$ cat src/rtl/simon_ctrl_if.sv
// Control bundle between the top-level start/eoc handshake and the Simon round controller.
// The master drives one request per start pulse. The controller samples start only in
// IDLE or DONE, so there is no ready signal. eoc stays high in DONE until a new
// operation is accepted or the run is aborted.
interface simon_ctrl_if #(
    parameter int MAX_ROUNDS = 72,
    parameter int CNT_W      = $clog2(MAX_ROUNDS + 1)
);
    logic             start;
    logic             abort;
    logic             decrypt;
    logic [CNT_W-1:0] n_rounds;
    logic             load;
    logic             compute;
    logic [CNT_W-1:0] round_idx;
    logic             last_round;
    logic             busy;
    logic             eoc;
    logic             err;

    modport master (
        output start, abort, decrypt, n_rounds,
        input  load, compute, round_idx, last_round, busy, eoc, err
    );

    modport slave (
        input  start, abort, decrypt, n_rounds,
        output load, compute, round_idx, last_round, busy, eoc, err
    );
endinterface

$ cat src/rtl/simon_ctrl_gen.sv
// Round controller for Simon. It supports a run-time round count, both directions and abort,
// and flags illegal round counts.
module simon_ctrl_gen #(
    parameter int MAX_ROUNDS = 72,
    parameter int CNT_W      = $clog2(MAX_ROUNDS + 1)
) (
    input  logic        clk,
    input  logic        nrst,
    simon_ctrl_if.slave bus,
    output logic [1:0]  state_dbg
);
    typedef enum logic [1:0] {
        IDLE = 2'd0,
        LOAD = 2'd1,
        RUN  = 2'd2,
        DONE = 2'd3
    } state_t;

    localparam logic [CNT_W-1:0] MAX_N = CNT_W'(MAX_ROUNDS);
    localparam logic [CNT_W-1:0] ONE   = CNT_W'(1);

    state_t           state, state_next;
    logic [CNT_W-1:0] n_lat, n_next;
    logic [CNT_W-1:0] idx, idx_next;
    logic             dec_lat, dec_next;
    logic             err_r, err_next;
    logic             req_ok;
    logic             at_last;
    logic             accept;
    logic             clear;

    assign req_ok  = (bus.n_rounds != '0) && (bus.n_rounds <= MAX_N);
    assign at_last = dec_lat ? (idx == '0) : (idx == n_lat - ONE);

    always_comb begin
        state_next = state;
        n_next     = n_lat;
        dec_next   = dec_lat;
        idx_next   = idx;
        err_next   = 1'b0;
        accept     = 1'b0;
        clear      = 1'b0;
        case (state)
            IDLE: begin
                if (bus.start) begin
                    accept   = req_ok;
                    err_next = !req_ok;
                end
            end
            LOAD: begin
                if (bus.abort) clear = 1'b1;
                else           state_next = RUN;
            end
            RUN: begin
                if (bus.abort)   clear = 1'b1;
                else if (at_last) state_next = DONE;
                else if (dec_lat) idx_next = idx - ONE;
                else              idx_next = idx + ONE;
            end
            DONE: begin
                if (bus.abort) begin
                    clear = 1'b1;
                end else if (bus.start) begin
                    accept   = req_ok;
                    err_next = !req_ok;
                end
            end
            default: clear = 1'b1;
        endcase
        // The round index is preset here, so LOAD already shows the first round.
        if (accept) begin
            state_next = LOAD;
            n_next     = bus.n_rounds;
            dec_next   = bus.decrypt;
            idx_next   = bus.decrypt ? (bus.n_rounds - ONE) : '0;
        end
        if (clear) begin
            state_next = IDLE;
            n_next     = '0;
            dec_next   = 1'b0;
            idx_next   = '0;
            err_next   = 1'b0;
        end
    end

    always_ff @(posedge clk) begin
        if (!nrst) begin
            state   <= IDLE;
            n_lat   <= '0;
            dec_lat <= 1'b0;
            idx     <= '0;
            err_r   <= 1'b0;
        end else begin
            state   <= state_next;
            n_lat   <= n_next;
            dec_lat <= dec_next;
            idx     <= idx_next;
            err_r   <= err_next;
        end
    end

    assign bus.load       = (state == LOAD);
    assign bus.compute    = (state == RUN);
    assign bus.busy       = (state == LOAD) || (state == RUN);
    assign bus.eoc        = (state == DONE);
    assign bus.last_round = (state == RUN) && at_last;
    assign bus.round_idx  = idx;
    assign bus.err        = err_r;
    assign state_dbg      = state;
endmodule

$ cat src/flat_wrapper.sv
// flat-port wrapper written by rule: the top's interface ports become plain ports
module simon_ctrl_gen_flat 
#(
    parameter int MAX_ROUNDS = 72,
    parameter int CNT_W      = $clog2(MAX_ROUNDS + 1)
)
  (clk, nrst, state_dbg, bus_start, bus_abort, bus_decrypt, bus_n_rounds, bus_load, bus_compute, bus_round_idx, bus_last_round, bus_busy, bus_eoc, bus_err);
  simon_ctrl_if #(.MAX_ROUNDS(MAX_ROUNDS), .CNT_W(CNT_W)) bus_i ();
  input  logic clk;
  input  logic nrst;
  output logic [1:0] state_dbg;
  input wire logic [$bits(bus_i.start)-1:0] bus_start;
  input wire logic [$bits(bus_i.abort)-1:0] bus_abort;
  input wire logic [$bits(bus_i.decrypt)-1:0] bus_decrypt;
  input wire logic [$bits(bus_i.n_rounds)-1:0] bus_n_rounds;
  output wire logic [$bits(bus_i.load)-1:0] bus_load;
  output wire logic [$bits(bus_i.compute)-1:0] bus_compute;
  output wire logic [$bits(bus_i.round_idx)-1:0] bus_round_idx;
  output wire logic [$bits(bus_i.last_round)-1:0] bus_last_round;
  output wire logic [$bits(bus_i.busy)-1:0] bus_busy;
  output wire logic [$bits(bus_i.eoc)-1:0] bus_eoc;
  output wire logic [$bits(bus_i.err)-1:0] bus_err;
  assign bus_i.start = bus_start;
  assign bus_i.abort = bus_abort;
  assign bus_i.decrypt = bus_decrypt;
  assign bus_i.n_rounds = bus_n_rounds;
  assign bus_load = bus_i.load;
  assign bus_compute = bus_i.compute;
  assign bus_round_idx = bus_i.round_idx;
  assign bus_last_round = bus_i.last_round;
  assign bus_busy = bus_i.busy;
  assign bus_eoc = bus_i.eoc;
  assign bus_err = bus_i.err;
  simon_ctrl_gen #(.MAX_ROUNDS(MAX_ROUNDS), .CNT_W(CNT_W)) u_core (.clk(clk), .nrst(nrst), .bus(bus_i), .state_dbg(state_dbg));
endmodule
$ cat config.mk
export PLATFORM = sky130hd
export DESIGN_NAME = simon_ctrl_gen_flat
export DESIGN_NICKNAME = d
export VERILOG_FILES = /design/src/rtl/simon_ctrl_if.sv /design/src/rtl/simon_ctrl_gen.sv /design/src/flat_wrapper.sv
export SDC_FILE = /design/constraint.sdc
export NUM_CORES = 1
export LEC_CHECK = 0
export CAP_MARGIN = 15
export CELL_PAD_IN_SITES_DETAIL_PLACEMENT = 0
export CELL_PAD_IN_SITES_GLOBAL_PLACEMENT = 1
export CORE_MARGIN = 4
export CORE_UTILIZATION = 35
export DETAILED_ROUTE_END_ITERATION = 12
export PLACE_DENSITY = 0.84
export SLEW_MARGIN = 40
export SYNTH_ARGS = -nofsm -noshare
export SYNTH_HDL_FRONTEND = slang
export SYNTH_SLANG_ARGS = --single-unit
$ cat constraint.sdc
create_clock -name clk -period 2.35 [get_ports clk]
set_clock_uncertainty 0.05 [all_clocks]
set_input_delay 0.47 -clock clk [delete_from_list [all_inputs] [get_ports clk]]
set_output_delay 0.47 -clock clk [all_outputs]
set_load 0.005 [all_outputs]
[Yosys cells after proc, flatten, opt, wreduce, memory -nomap -nowiden]
Cells that the tools add are included.
Word-level totals
  bits in registers: 18
Cells by class
  bitwise operators: 1
  equal/unequal tests: 12
  order comparisons: 1
  $add $sub $neg: 4
  reduce and logical (&&, ||, !) cells: 16
  muxes and demuxes: 20
Operator list (number)
  2-to-1 mux 7 bit: 6
  subtractor 7 x 1 -> 7 bit, second input constant: 3
  2-to-1 mux 1 bit: 8
  AND reduction 4 bit: 2
  adder 7 x 1 -> 7 bit, second input constant: 1
  equality test 7 bit: 1
  <= comparator 7 bit, second input constant: 1
  logical NOT 7 bit: 1
  nonzero test 7 bit: 1
  2-to-1 mux 2 bit: 3
  inequality test 2 bit, second input constant: 3
  inequality test 3 x 2 -> 1 bit, second input constant: 2
  OR reduction 3 bit: 2
  equality test 2 bit, second input constant: 2
  inequality test 2 x 1 -> 1 bit, second input constant: 2
  case mux 1 bit (2 select lines): 2
  case mux 2 bit (2 select lines): 1
  nonzero test 2 bit: 2
  inequality test 3 x 1 -> 1 bit, second input constant: 1
  AND reduction 3 bit: 1
  nonzero test 3 bit: 1
  equality test 2 x 1 -> 1 bit, second input constant: 1
  logical AND 1 bit: 2
  logical NOT 2 bit: 1
  other kinds (4): 4

[Longest topological paths before layout]
Gate-level depths: netlist (run 1).
  word-level depth: 7
  gate-level depth with buffers: 10
  mapped depth without buffers: 9

[Worst setup path before layout (run 1)]
No wires, ideal clock.
  kind: register -> output
  from: reg u_core.n_lat[0]
  to: out bus_last_round
  data arrival time: 1.876 ns
  stages on the path, launching flop included: 9
  path slack: -0.046 ns
  path buffers: 0
  required time: 1.830 ns
  path through: dfxtp_1 > inv_1 > ha_1 > nor4b_1 > or3b_1 > mux2_4 > a211oi_4 > a21oi_1 > nor2b_1
On the way
  word-level cells in the longest chain between the ends: 4
RTL lines
  start, declared: RTL line simon_ctrl_gen.sv:23  | logic [CNT_W-1:0] n_lat, n_next;
  start signal, assigned: RTL line simon_ctrl_gen.sv:95  | n_lat <= n_next;
  subtractor 7 x 1 -> 7 bit: RTL line simon_ctrl_gen.sv:33  | assign at_last = dec_lat ? (idx == '0) : (idx == n_lat - ONE);
  equality test 7 bit: RTL line simon_ctrl_gen.sv:33
  2-to-1 mux 1 bit: RTL line simon_ctrl_gen.sv:33
  logical AND 1 bit: RTL line simon_ctrl_gen.sv:106  | assign bus.last_round = (state == RUN) && at_last;
  end, declared: RTL line flat_wrapper.sv:19  | output wire logic [$bits(bus_i.last_round)-1:0] bus_last_round;
Every way passes these cells.

[Final worst setup path (run 1)]
Ends and elaborated chain as after synthesis.

==> metrics, run 1 <==
Wirelength per Cell 14.0 µm; DRT iter0 DRCs 71; first-pass GRT wire length 6230 µm; Top FF cell, synth dfxtp_1; Clock Pin Slew Worst Setup and Hold Paths 0.07 ns; synth top area cells dfxtp_1 (25%), ha_1 (10%), xnor2_1 (7.8%); # diodes 0; Vias per Instance 4.95; min Tclk post-route 2.66 ns; FF-to-FF Start u_core.n_lat[0]; Hold Path Class flop to flop; Hold EP u_core.n_lat[5]; clock latency at the later pin of the worst-skew pair 0.26 ns; Post-synth EDFFs 0; FMAX 376 MHz; grt total ovfl 0; H-tree depth 1; Port Buffer Count 26; Critical Path End Type output pin; detailed-route DRC error count 0; number of warnings issued by yosys 0; CTS tree built; synth unique cells slightly above 40; failing checks negative setup slack; Die Width 72.5 µm; Syn Nets 198; register area 364 µm²; hold_buf cts 0; reg2reg path depth 10; routability congestion estimate from global placement 0.811; final WL about 4200 µm; # setup viols final 1; Worst Hold Slack ~0.52 ns; status finished with violations; cell count after synthesis 173; Hold Vio Cnt, Final 0; die area around 5300 µm²; Slew Limit Fails 0; area grow syn2layout 58.2%; VDD IR max about 0.25 mV; fin nets about 270; Total Power 0.00150 W; Via Count between 1,000 and 1,500; hold path start u_core.n_lat[5]; reg2reg setup slack 0 ns; Synth Area per Inst 8.42 µm²; Fin Setup TNS -0.308 ns; worst slew pin tran 0.427 ns; num ports 27; # clock sinks 18; die span in y 72.5 µm; CTS buffer count 3; largest net degree at the start of global routing 24; worst setup margin -0.308 ns; Reg-to-Reg End u_core.bus.round_idx[5]; period utilization 1.13; Crit Path Class flop to output pin; flops & latches, synth 18; row count 23; critical path data required time 1.83 ns; core area 4000 µm²; Initial Util 0.364; startpoint types flop; root buf cell clkbuf_8; DRT antenna net count 0; initial antenna violation count 0; worst slack, placed -0.560 ns; RSZ-0062 raised after global routing yes; leakage 1.00 nW; max cap viols 0; clock buffer depth 2; vias in the first global route ~1,300; Critical Path Source u_core.n_lat[0]; Layout fillers 361; post-DP HPWL 3020 µm; Synth area leader dfxtp_1; Multi-input gate area approximately 1100 µm²; GRT Util Overall 0.150; layout cell share with drive strength beyond 1 0.336; async set or reset register ratio after synthesis 0; crit path DAT 2.14 ns; Max transition margin 0.712; post-synthesis sequential area ratio 0.247; Synth top area share 0.247; DRT Pass-1 Iters 4; total power per unit cell area 653 nW/µm²; hold path depth 2; Post-Syn Area 1460 µm²; Crit Path Max Fanout 2
[routing by layer]
layer  wire, µm  track usage  vias to the layer above
li1           -            -                      753
met1       1940        0.209                      690
met2       2050        0.240                       22
met3        118       0.0208                        6
met4         49       0.0492                        0
met5          0            0                        -
[final cells by class]
cell class | count | area share
sequential | 18 | 0.158
tap | 50 | 0.0272
timing repair buffer | 73 | 0.279
clock buffer | 4 | 0.0239
multi-input combinational | 139 | 0.491
inverter | 13 | 0.0212
[how the worst max path moves through the flow]
stage                     slack [ns]             end
final                          -0.31  bus_last_round
after global routing           -0.40  bus_last_round
after CTS                      -0.33  bus_last_round
after detailed placement       -0.56  bus_last_round
after global placement         -0.50  bus_last_round
after floorplan                0.004  bus_last_round
[synth_stat cells, types with 2 or more instances]
master    number
and2b_2        3
o21ai_0        8
nor3_1         5
o21ai_2        2
nor2b_1        3
buf_2          2
mux2i_1        8
inv_1         13
nor4_1         2
a31oi_1        2
or3_1          2
a21oi_1       10
a211oi_1       3
nor3b_1        2
nor2_1        23
ha_1          12
xor2_1         7
o211a_1        2
nand3_1        7
nand2_1        7
dfxtp_1       18
xnor2_1       13
[registers in the layout, summed over array words and instances (netlist names)]
name,cells
u_core.state_dbg,2
u_core.bus.err,1
u_core.dec_lat,1
u_core.n_lat,7
u_core.bus.round_idx,7
[through the flow]
step	cell area, µm²	utilization	cells
5_1_grt	2300	0.576	297
3_5_place_dp	2050	0.512	283
2_1_floorplan	1460	-	173
4_1_cts	2170	0.542	290
3_3_place_gp	2050	0.512	283
6_report	2300	0.576	297
[cell usage in the layout (no fill, tap or decap), types with 2 or more instances in the layout]
cell / count
inv_2: 3
nand2_1: 7
and2b_2: 3
xnor2_2: 2
a31oi_1: 2
nor4_1: 2
or3_4: 2
nor2_1: 21
dlymetal6s2s_1: 2
buf_4: 43
dfxtp_1: 15
a21oi_1: 9
nand3_1: 7
o21ai_4: 2
mux2i_1: 8
o211a_1: 2
o21ai_2: 2
buf_6: 3
ha_1: 11
nor2b_1: 2
nor2_2: 2
nor3_1: 5
xor2_1: 7
a211oi_1: 3
clkdlybuf4s50_1: 23
dfxtp_2: 3
inv_1: 10
o21ai_0: 7
xnor2_1: 12
clkbuf_8: 4
[what timing repair did]
action,in CTS,in global routing
setup endpoints to repair,4,10
resized for setup,16,17
pin swaps,3,14
cloned,0,3
hold endpoints to repair,0,0
buffers inserted,3,4
[kinds of logic (layout without fill, tap and decap cells)]
family                     Yosys count  after routing  share of synthesized area
AOI/OAI and AO/OA                   36             37                      0.174
xor gates and xnor gates            21             21                      0.131
buffers and inverters               17             90                     0.0558
and+or+nand+nor                     59             59                      0.209
muxes                                9              9                     0.0653
adders and majority gates           13             13                      0.117
DFF                                 18             18                      0.247
[power breakdown]
| group | internal, W | total (W) | switching [W] |
|---|---|---|---|
| logic | 0.000468 | 0.000854 | 0.000386 |
| clock network | 0.000149 | 0.000256 | 0.000107 |
| registers | 0.000352 | 0.000394 | 0.0000422 |
| total | 0.000969 | 0.00150 | 0.000535 |
[critical path, stage by stage, from the launching register on]
cell      delay [ns]
dfxtp_2         0.33
buf_4           0.13
or3_4           0.38
xnor2_2         0.14
or3_4           0.38
a211oi_4        0.22
a21oi_2         0.07
nor2b_1         0.11
buf_2           0.12
Note: power is estimated with default switching activity, not from simulation.
==> inputs of run 2 (changes only) <==
--- a/config.mk
+++ b/config.mk
@@ -12,6 +12,7 @@
 export CORE_UTILIZATION = 35
 export DETAILED_ROUTE_END_ITERATION = 12
 export PLACE_DENSITY = 0.84
+export SKIP_CTS_REPAIR_TIMING = 1
 export SLEW_MARGIN = 40
 export SYNTH_ARGS = -nofsm -noshare
 export SYNTH_HDL_FRONTEND = slang
==> run 2 against run 1 <==
Net effect: the run still ends with negative setup slack left; critical path type unchanged; largest cell class unchanged; maximum frequency fell by 2.1%; flip-flop and latch count did not move; sequential share of layout area rose by 0.24 points; core utilization fell by 0.88 points; largest power group unchanged; via count fell by 1.5%.
==> metrics, run 2 (synthesis gave the netlist of run 1 again) <==
H-tree depth 1 (unchanged); initial antenna violation count 0 (unchanged); DRT Pass-1 Iters 4 (unchanged); Final Util 0.567 (-0.00876); final WL 4040 µm (-2.9%); total power per unit cell area 658 nW/µm² (+0.78%); clock latency at the later pin of the worst-skew pair 0.26 ns (about the same); Layout fillers 364 (+0.83%); clock buffer depth 2 (unchanged); Hold Vio Cnt, Final 0 (unchanged); startpoint types flop; Initial Util 0.364 (unchanged); die area 5260 µm² (unchanged); Critical Path End Type output pin; switching share of power 0.364 (+0.00843); DRT iter0 DRCs 75 (+5.6%); root buf cell clkbuf_8; # clock sinks 18 (unchanged); period utilization 1.16 (+0.0247); reg2reg path depth 11 (+1); most frequent cells in the layout buf_4 (40), clkdlybuf4s50_1 (23), nor2_1 (19); Port Buffer Count 26 (unchanged); post-DP HPWL 3020 µm (unchanged); Via Count 1,449 (-1.5%); max cap viols 0 (unchanged); layout cell share with drive strength beyond 1 0.335 (-0.00132); FMAX 368 MHz (-2.1%); GRT Util Overall 0.146 (-0.00459); min Tclk post-route 2.72 ns (+0.0580 ns); die span in y 72.5 µm (unchanged); Fin Setup TNS -0.661 ns (-0.352 ns); leakage 0.971 nW (-3.0%); largest net degree at the start of global routing 24 (unchanged); area grow syn2layout 55.8%; CTS tree built; worst setup margin -0.366 ns (-0.0580 ns); DRT antenna net count 0 (unchanged); crit path DAT 2.20 ns (+0.06 ns); worst slew pin tran 0.640 ns (+0.213 ns); status finished with violations; P_sw 0.000544 W (+1.6%); first-pass GRT wire length 6090 µm (-2.3%); failing checks negative setup slack; Wirelength per Cell 13.8 µm (-1.3%); grt total ovfl 0 (unchanged); commonest non-fill, non-tap cell in the layout buf_4; fin nets 268 (-1.8%); RSZ-0062 raised after global routing yes; combinational fraction of design power 0.563 (-0.005); detailed-route DRC error count 0 (unchanged); row count 23 (unchanged); Crit Path Max Fanout 3 (+1); routability congestion estimate from global placement 0.811 (unchanged); hold path depth 2 (unchanged); internal power 0.000949 W (-2.0%); Flop pwr share 0.264 (+0.002); # setup viols final 8 (+7); critical path data required time 1.83 ns (about the same); Clock Pin Slew Worst Setup and Hold Paths 0.07 ns (about the same); CTS buffer count 3 (unchanged); Max transition margin 0.572 (-0.141); vias in the first global route 1,328 (-0.75%); reg2reg setup slack -0.09 ns (-0.09 ns); Hold Path Class flop to flop; VDD IR max 0.299 mV (+19%); num ports 27 (unchanged); Clk network pwr share 0.173 (+0.003); # diodes 0 (unchanged); Slew Limit Fails 0 (unchanged); Crit Path Class flop to output pin; Die Width 72.5 µm (unchanged); Worst Hold Slack 0.521 ns (+0.000196 ns); Vias per Instance 4.96 (+0.19%); Total Power 0.00149 W (-0.75%); core area 4000 µm² (unchanged)
run 2: cell count changes in the layout (fill, tap and decap cells not counted), sizes merged:
cell	change
clkbuf	-1
buf	-4
run 2: cell type report:
type | instances | area [µm²] | area share
multi-input combinational | 139 | 1150 | 0.505
timing repair buffer | 68 | 592 | 0.261
sequential | 18 | 364 | 0.161
tap | 50 | 62.6 | 0.0276
clock buffer | 4 | 55.1 | 0.0243
inverter | 13 | 48.8 | 0.0215
run 2: final timing paths:
kind | start | to
max | u_core.n_lat[0] | bus_last_round
min | u_core.n_lat[6] | u_core.n_lat[6]
max reg2reg | u_core.n_lat[0] | u_core.bus.round_idx[5]
min reg2reg | u_core.n_lat[6] | u_core.n_lat[6]
run 2: critical path: stages, from the launching register on:
cell and delay (ns):
dfxtp_2 0.34, inv_2 0.05, ha_4 0.16, nor4b_4 0.13, or3b_1 0.38, mux2_4 0.28, a211oi_4 0.30, a21oi_2 0.07
nor2b_1 0.11, buf_2 0.12
run 2: power by group through the flow:
stage	sequential, W	combinational, W	clock, W
after floorplan	0.000410	0.000414	0
after global placement	0.000393	0.000734	0
after detailed placement	0.000394	0.000746	0
after CTS	0.000387	0.000752	0.000265
after global routing	0.000398	0.000916	0.000278
final	0.000394	0.000841	0.000259
run 2: routing by layer:
| metal | track usage | vias up | share of wire |
|---|---|---|---|
| li1 | - | 746 | - |
| met1 | 0.206 | 672 | 0.46 |
| met2 | 0.226 | 26 | 0.49 |
| met3 | 0.0208 | 5 | 0.039 |
| met4 | 0.0512 | 0 | 0.012 |
| met5 | 0 | - | 0 |
run 2: through the flow:
stage | area, µm² | cells | setup slack [ns]
floorplan | 1460 | 173 | 0.00366
global placement | 2050 | 283 | -0.497
detailed placement | 2050 | 283 | -0.560
CTS | 2100 | 287 | -0.856
global route | 2270 | 292 | -0.439
finish | 2270 | 292 | -0.366
==> inputs of run 3 (changes only) <==
--- a/config.mk
+++ b/config.mk
@@ -9,9 +9,9 @@
 export CELL_PAD_IN_SITES_DETAIL_PLACEMENT = 0
 export CELL_PAD_IN_SITES_GLOBAL_PLACEMENT = 1
 export CORE_MARGIN = 4
-export CORE_UTILIZATION = 35
+export CORE_UTILIZATION = 39
 export DETAILED_ROUTE_END_ITERATION = 12
-export PLACE_DENSITY = 0.84
+export PLACE_DENSITY = 0.88
 export SKIP_CTS_REPAIR_TIMING = 1
 export SLEW_MARGIN = 40
 export SYNTH_ARGS = -nofsm -noshare
==> constraint.sdc (replaced) <==
create_clock -name clk -period 3 [get_ports clk]
set_clock_uncertainty 0.05 [all_clocks]
set_input_delay 0.6 -clock clk [delete_from_list [all_inputs] [get_ports clk]]
set_output_delay 0.6 -clock clk [all_outputs]
set_load 0.005 [all_outputs]
==> run 3 against run 2 <==
Net effect: the run now ends clean; power down 31%; largest power group unchanged; core utilization down 2.2 points; worst setup slack better by 0.52 ns; die area down 9.1%; sequential share of layout area up 3.0 points; global-route usage up 1.3 points; clock power down 21%; non-clock buffer count down 32; count of clock-buffer cells in the layout unchanged; cell area down 17%.
==> metrics, run 3 (synthesis gave the netlist of run 1 again) <==
die span in y 69.1 µm (-4.7%); H-tree depth 1 (unchanged); leakage 0.783 nW (-19%); die area 4780 µm² (-9.1%); # clock sinks 18 (unchanged); reg2reg setup slack 0.65 ns (+0.74 ns); vias in the first global route 1,389 (+4.6%); RSZ-0062 raised after global routing no; Initial Util 0.420 (+0.0558); Max transition margin 0.673 (+0.102); min Tclk post-route ~2.8 ns; root buf cell clkbuf_8; routability congestion estimate from global placement 0.854 (+5.3%); CTS buffer count 3 (unchanged); grt total ovfl 0 (unchanged); worst slew pin tran 0.486 ns (-0.154 ns); period utilization 0.949; total power per unit cell area 544 nW/µm² (-17%); # setup viols final 0 (-8); reg2reg path depth 11 (unchanged); area grow syn2layout 29.8%; GRT Util Overall 0.159 (+0.0134); Layout fillers 352 (-3.3%); core area 3470 µm² (-13%); FMAX 351 MHz; Slew Limit Fails 0 (unchanged); Worst Hold Slack 0.508 ns (-0.0124 ns); startpoint types flop; DP Area 1830 µm² (-11%); critical path data required time 2.35 ns (+0.52 ns); DRT antenna net count 0 (unchanged); layout cell share with drive strength beyond 1 0.124 (-0.210); final WL 3690 µm (-8.6%); Via Count 1,346 (-7.1%); most frequent cells in the layout clkdlybuf4s50_1 (25), nor2_1 (23), dfxtp_1 (18); Crit Path Max Fanout 2 (-1); first-pass GRT wire length 6270 µm (+3.0%); VDD IR max 0.275 mV (-8.1%); Total Power 0.00103 W (-31%); status complete, no violations; clock latency at the later pin of the worst-skew pair 0.26 ns (about the same); Vias per Instance 5.28 (+6.4%); initial antenna violation count 0 (unchanged); CTS tree built; num ports 27 (unchanged); Port Buffer Count 26 (unchanged); Critical Path End Type output pin; Clock Pin Slew Worst Setup and Hold Paths 0.07 ns (about the same); detailed-route DRC error count 0 (unchanged); Hold Vio Cnt, Final 0 (unchanged); DRT iter0 DRCs 21 (-72%); max cap viols 0 (unchanged); Wirelength per Cell 14.5 µm (+4.6%); post-DP HPWL 2960 µm (-1.9%); Hold Path Class flop to flop; clock buffer depth 2 (unchanged); largest net degree at the start of global routing 26 (+8.3%); Die Width 69.1 µm (-4.7%); DRT Pass-1 Iters 4 (unchanged); hold path depth 2 (unchanged); row count 21 (-8.7%); Crit Path Class flop to output pin; # diodes 0 (unchanged); crit path DAT 2.20 ns (about the same); final instance area 1890 µm² (-17%); commonest non-fill, non-tap cell in the layout clkdlybuf4s50_1; fin nets 235 (-12%)
==> run 3: cell types whose count changed in the layout (fill, tap and decap cells not counted), moves of 2 or more <==
cell,previous run,this run
o21ai_4,2,0
nor2_2,3,0
nor2_1,19,23
inv_2,3,0
dfxtp_1,15,18
buf_4,40,9
a211oi_2,3,0
clkdlybuf4s50_1,23,25
inv_1,10,13
a211oi_1,0,3
dfxtp_2,3,0
==> run 3: final timing paths <==
check / from / end
worst min-delay path: u_core.n_lat[6] / u_core.n_lat[6]
worst max-delay path: u_core.n_lat[0] / bus_last_round
worst max register to register: u_core.n_lat[0] / u_core.bus.round_idx[6]
worst min register to register: u_core.n_lat[6] / u_core.n_lat[6]
==> run 3: routing by layer <==
| layer | up-vias | global-route usage | wire length, µm |
|---|---|---|---|
| met3 | 7 | 0.0218 | 94 |
| li1 | 677 | - | - |
| met1 | 636 | 0.198 | 1700 |
| met5 | - | 0 | 0 |
| met4 | 0 | 0.0716 | 68 |
| met2 | 26 | 0.270 | 1830 |
==> run 3: layout make-up <==
type,instances,area (µm²),share of cell area
clock buffer,4,55.1,0.0291
timing repair buffer,36,350,0.185
sequential,18,360,0.191
inverter,13,48.8,0.0258
multi-input combinational,138,1020,0.539
tap,46,57.6,0.0304
==> run 3: report_power, final <==
| part | internal, W | total, W | switching (W) |
|---|---|---|---|
| clock | 0.000117 | 0.000204 | 0.0000875 |
| combinational | 0.000260 | 0.000504 | 0.000244 |
| sequential | 0.000274 | 0.000320 | 0.0000455 |
| total | 0.000651 | 0.00103 | 0.000377 |
==> run 3: worst max-delay path, cell delays in order (launching register included) <==
cell            delay (ns)
dfxtp_1               0.31
inv_1                 0.07
ha_1                  0.16
buf_4                 0.12
inv_1                 0.03
o31ai_1               0.35
mux2_4                0.36
a211oi_4              0.23
a21oi_2               0.06
nor2b_1               0.12
dlymetal6s2s_1        0.13
==> run 3: metrics by stage <==
| step | cells | TNS, ns | setup slack, ns | utilization |
|---|---|---|---|---|
| after floorplan | 173 | 0 | 0.474 | - |
| after global placement | 251 | 0 | 0.0454 | 0.527 |
| after detailed placement | 251 | 0 | 0.0150 | 0.527 |
| after CTS | 255 | -0.274 | -0.274 | 0.543 |
| after global routing | 255 | 0 | 0.0326 | 0.545 |
| final | 255 | 0 | 0.154 | 0.545 |
